`config.mk`:
```
export PLATFORM = sky130hd
export DESIGN_NAME = oh_counter_match
export DESIGN_NICKNAME = d
export VERILOG_FILES = /design/src/rtl/oh_counter_match.sv
export SDC_FILE = /design/constraint.sdc
export NUM_CORES = 1
export LEC_CHECK = 0
export ABC_AREA = 1
export BUFFER_PORTS_ARGS = -buffer_cell sky130_fd_sc_hd__buf_4
export CAP_MARGIN = 10
export CORE_UTILIZATION = 55
export CTS_BUF_LIST = sky130_fd_sc_hd__clkbuf_2 sky130_fd_sc_hd__clkbuf_4 sky130_fd_sc_hd__clkbuf_8
export CTS_CLUSTER_DIAMETER = 60
export DETAILED_ROUTE_END_ITERATION = 7
export PLACE_DENSITY_LB_ADDON = 0.3
export SLEW_MARGIN = 20
export SYNTH_ARGS = -nofsm -noshare
export SYNTH_HDL_FRONTEND = slang
export SYNTH_SLANG_ARGS = --single-unit
```
`constraint.sdc`:
```
create_clock -name clk -period 1.4 [get_ports clk]
set_clock_uncertainty 0.05 [all_clocks]
set_input_delay 0.07 -clock clk [delete_from_list [all_inputs] [get_ports clk]]
set_output_delay 0.07 -clock clk [all_outputs]
set_load 0.005 [all_outputs]
```
`src/rtl/oh_counter_match.sv`:
```
// oh_counter_match: compare/capture stage (match pulses, PWM, timestamp capture, sticky maskable irq) fed by an upstream counter's count/wraparound
module oh_counter_match #(
  parameter int N = 32
) (
  input  logic         clk,
  input  logic         reset,
  input  logic [N-1:0] count,
  input  logic         wraparound,
  input  logic         cmp_wr,
  input  logic         cmp_sel,
  input  logic [N-1:0] cmp_data,
  input  logic         capture_in,
  input  logic [3:0]   irq_clear,
  input  logic [3:0]   irq_mask,
  output logic         match0,
  output logic         match1,
  output logic         pwm,
  output logic [N-1:0] capture_data,
  output logic         capture_valid,
  output logic         capture_ovf,
  output logic [3:0]   status,
  output logic         irq
);
  logic [N-1:0] cmp0, cmp1;
  logic eq0, eq1, eq0_q, eq1_q, wrap_q, cap_q;
  logic ev0, ev1, evw, evc;
  always_comb begin
    eq0 = count == cmp0;
    eq1 = count == cmp1;
    ev0 = eq0 & ~eq0_q;
    ev1 = eq1 & ~eq1_q;
    evw = wraparound & ~wrap_q;
    evc = capture_in & ~cap_q;
    irq = |(status & irq_mask);
  end
  always_ff @(posedge clk) begin
    if (reset) begin
      cmp0          <= '0;
      cmp1          <= '1;
      eq0_q         <= 1'b1;
      eq1_q         <= 1'b1;
      wrap_q        <= 1'b1;
      cap_q         <= 1'b1;
      match0        <= 1'b0;
      match1        <= 1'b0;
      pwm           <= 1'b0;
      capture_data  <= '0;
      capture_valid <= 1'b0;
      capture_ovf   <= 1'b0;
      status        <= '0;
    end else begin
      if (cmp_wr && !cmp_sel) cmp0 <= cmp_data;
      if (cmp_wr && cmp_sel) cmp1 <= cmp_data;
      eq0_q         <= eq0;
      eq1_q         <= eq1;
      wrap_q        <= wraparound;
      cap_q         <= capture_in;
      match0        <= ev0;
      match1        <= ev1;
      pwm           <= ev1 ? 1'b0 : (ev0 | pwm);
      if (evc) capture_data <= count;
      capture_valid <= evc;
      capture_ovf   <= ((evc & status[3]) | capture_ovf) & ~irq_clear[3];
      status        <= {evc, evw, ev1, ev0} | (status & ~irq_clear);
    end
  end
endmodule

```
==> flow_metrics.py <==
metrics = {
    "floorplanning": {
        "start_util_pct": 58.1,
        "row_count": 32,
        "fp.dieW_microns": 93.3,
        "design.core.area_sq_um": 7890,
        "die_height_microns": 93.3,
        "die_area_sq_um": 8700,
        "num_io_pins": 120,
    },
    "finish": {
        "area_growth_pct": 44.0,
        "finalNetCount": 877,
        "final_cell_mix": "nand2_1 (150), buf_4 (120), dfxtp_1 (105), nor2_1 (101), dlygate4sd3_1 (69)",
        "layoutNonFillerInstCount": 905,
        "mostFrequentLayoutCell": "nand2_1",
        "drive_gt1_share_pct": 22.0,
        "antennaDiodeCount": 0,
        "final_util_pct": 83.7,
    },
    "place": {
        "gp_congestion": 0.857,
        "dp_cells": 822,
        "dp_hpwl_microns": 8100,
        "port_buffers": 119,
    },
    "global_routing": {
        "first_global_vias": 4746,
        "grt_max_degree": 57,
        "grt_pass1_wl_microns": 22000,
        "antenna_found_initial": 0,
        "track_usage_pct": 32.4,
        "overflow": 0,
    },
    "routing": {
        "post_drt_wl_per_cell_microns": 15.3,
        "final_antenna_net_count": 0,
        "drc": 0,
        "dr.pass1.iters": 5,
        "routed_wl_microns": 13900,
        "viasPerCell": 5.30,
        "drt_iter0_drc": 291,
        "vias": 4796,
    },
    "power": {
        "clkPwrFrac_pct": 31.3,
        "leakage_uw": 0.00306,
        "pwr-share-seq_pct": 50.8,
        "p_sw_uw": 1720,
        "sw_frac_of_total_pct": 25.7,
        "internal-power_uw": 4970,
        "p_comb_share_pct": 17.9,
        "vdd_drop_max_mv": 0.601,
        "powerDensity_nw_per_um2": 1010,
    },
    "timing": {
        "fmax_ghz": 0.717,
        "worst_slew_pin_slew_ns": 0.452,
        "setup_viol": 0,
        "hold_viol_final": 0,
        "drv_slew": 0,
        "max_slew_margin_pct": 69.8,
        "rsz0062_at_grt": "yes",
        "fin_crit_sh_pct": 99.6,
        "finalCriticalPeriod_ns": 1.39,
    },
    "clock_tree": {
        "clkTransAtPathRegs_ns": 0.10,
        "insertion_delay_ns": 0.37,
        "h-tree-depth": 3,
        "clock_sinks": 109,
        "clk_path_buf_depth": 2,
        "cts-root-buf": "clkbuf_8",
        "numCtsBuffers": 9,
        "cts_setup_buffers": 0,
        "cts_tree": "built",
    },
    "logic_synthesis": {
        "ys_ff_latch": 109,
        "ys_seq_area_share_pct": 47.6,
        "yosys.area_share.adder_pct": 0,
        "ys_types": 21,
        "synth.avg_cell_area_sq_um": 7.37,
        "synth_top_family_by_area": "simple AND/OR/NAND/NOR gates",
        "synth-xor-area-share_pct": 10.1,
        "synth_top_area_share_pct": 47.6,
        "synth_area_leaders": "dfxtp_1 (48%), nand2_1 (13%), xnor2_1 (10%)",
        "synth_warnings": 0,
        "synth_compound_area_share_pct": 10.1,
        "syn_inst": 622,
        "synthMuxAreaShare_pct": 0,
        "synth-simple-area-share_pct": 26.2,
        "synth_nets": 700,
        "syn-cell-area_sq_um": 4580,
        "yosysTopAreaCell": "dfxtp_1",
    },
    "worst_setup_path": {
        "path_class": "primary input to register",
        "endpoint_kind": "register",
        "cp_data_required_time_ns": 1.64,
        "worstSetupStartpointType": "primary input",
        "crit_arrival_ns": 1.63,
        "cp_max_fo": 3,
    },
    "min_path": {
        "hp-class": "primary input to register",
    },
    "outcome": {
        "status": "complete, no violations",
    },
    "job": {
        "maxCapViolCount": 0,
    },
}
[cells in the mapped netlist]
master,count
a211oi_1,1
a21oi_1,24
a21oi_2,1
buf_1,2
buf_2,11
clkbuf_1,16
clkbuf_2,1
dfxtp_1,109
inv_1,33
inv_2,6
nand2_1,154
nand3_1,32
nand3_2,2
nand4_1,1
nor2_1,106
nor2_2,4
nor2_4,1
o21ai_0,63
o21ai_1,1
o22ai_1,1
xnor2_1,53
[per-layer routing]
metal	track usage (%)	share of wire [%]	vias up
met1	37.8	39	2208
met4	15.6	3.4	0
met3	5.45	6.7	50
met5	0	0	-
met2	57.6	51	237
li1	-	-	2301
[final timing paths]
kind,slack [ns],cells past startpoint,endpoint,startpoint
worst max register to register,0.05,7,status[0],cmp0[23]
worst max-delay path,0.006,9,status[0],count[8]
worst min register to register,0.43,2,cmp0[1],cmp0[1]
worst min-delay path,0.12,3,capture_data[11],count[11]
[timing repair]
item,4_1_cts,5_1_grt
resized for setup,0,32
hold buffers,71,0
endpoints found under the setup margin,0,17
endpoints found under the hold margin,106,0
[state kept, by name, indices dropped and copies added, names as in the netlist]
name / count
cap_q: 1
capture_data: 32
capture_ovf: 1
capture_valid: 1
cmp0: 32
cmp1: 32
eq0_q: 1
eq1_q: 1
match0: 1
match1: 1
pwm: 1
status: 4
wrap_q: 1
[worst max-delay path, stage by stage]
cell	delay, ns
dlygate4sd3_1	0.55
buf_4	0.15
xnor2_1	0.19
nand2_1	0.07
nor2_1	0.08
nand2_1	0.10
nor2_4	0.15
nand3_4	0.10
a21oi_1	0.17
[stage by stage]
| stage | total power (uW) | TNS (ns) | setup slack (ns) | instance area, sq um | hold slack, ns |
|---|---|---|---|---|---|
| after floorplan | 3970 | 0 | 0.249 | 4580 | 0.0985 |
| after global routing | 6970 | -0.368 | -0.136 | 6600 | 0.182 |
| after global placement | 4390 | 0 | 0.126 | 5570 | 0.195 |
| final | 6690 | 0 | 0.00613 | 6600 | 0.117 |
| after CTS | 6600 | 0 | 0.00500 | 6500 | 0.165 |
| after detailed placement | 4420 | 0 | 0.0873 | 5570 | 0.201 |
[power groups by stage]
stage / Clock (uW) / Sequential (uW) / Combinational [uW]
CTS: 2090 / 3390 / 1130
detailed placement: 0 / 3460 / 964
floorplan: 0 / 3440 / 526
global route: 2240 / 3420 / 1300
global placement: 0 / 3450 / 941
finish: 2090 / 3400 / 1200
[cell type report]
type	instances	area [sq um]
timing repair buffer	196	1690
fill	426	1290
inverter	39	146
clock inverter	4	72.6
sequential	109	2190
clock buffer	11	145
tap	102	128
multi-input combinational	444	2230
[cell families (layout without fill, tap and decap cells)]
logic type | count (synthesis) | after routing
compound gates | 91 | 91
xor+xnor | 53 | 53
buf+inv | 69 | 250
flops | 109 | 109
simple gates | 300 | 300
(Power assumes the default switching activity.)
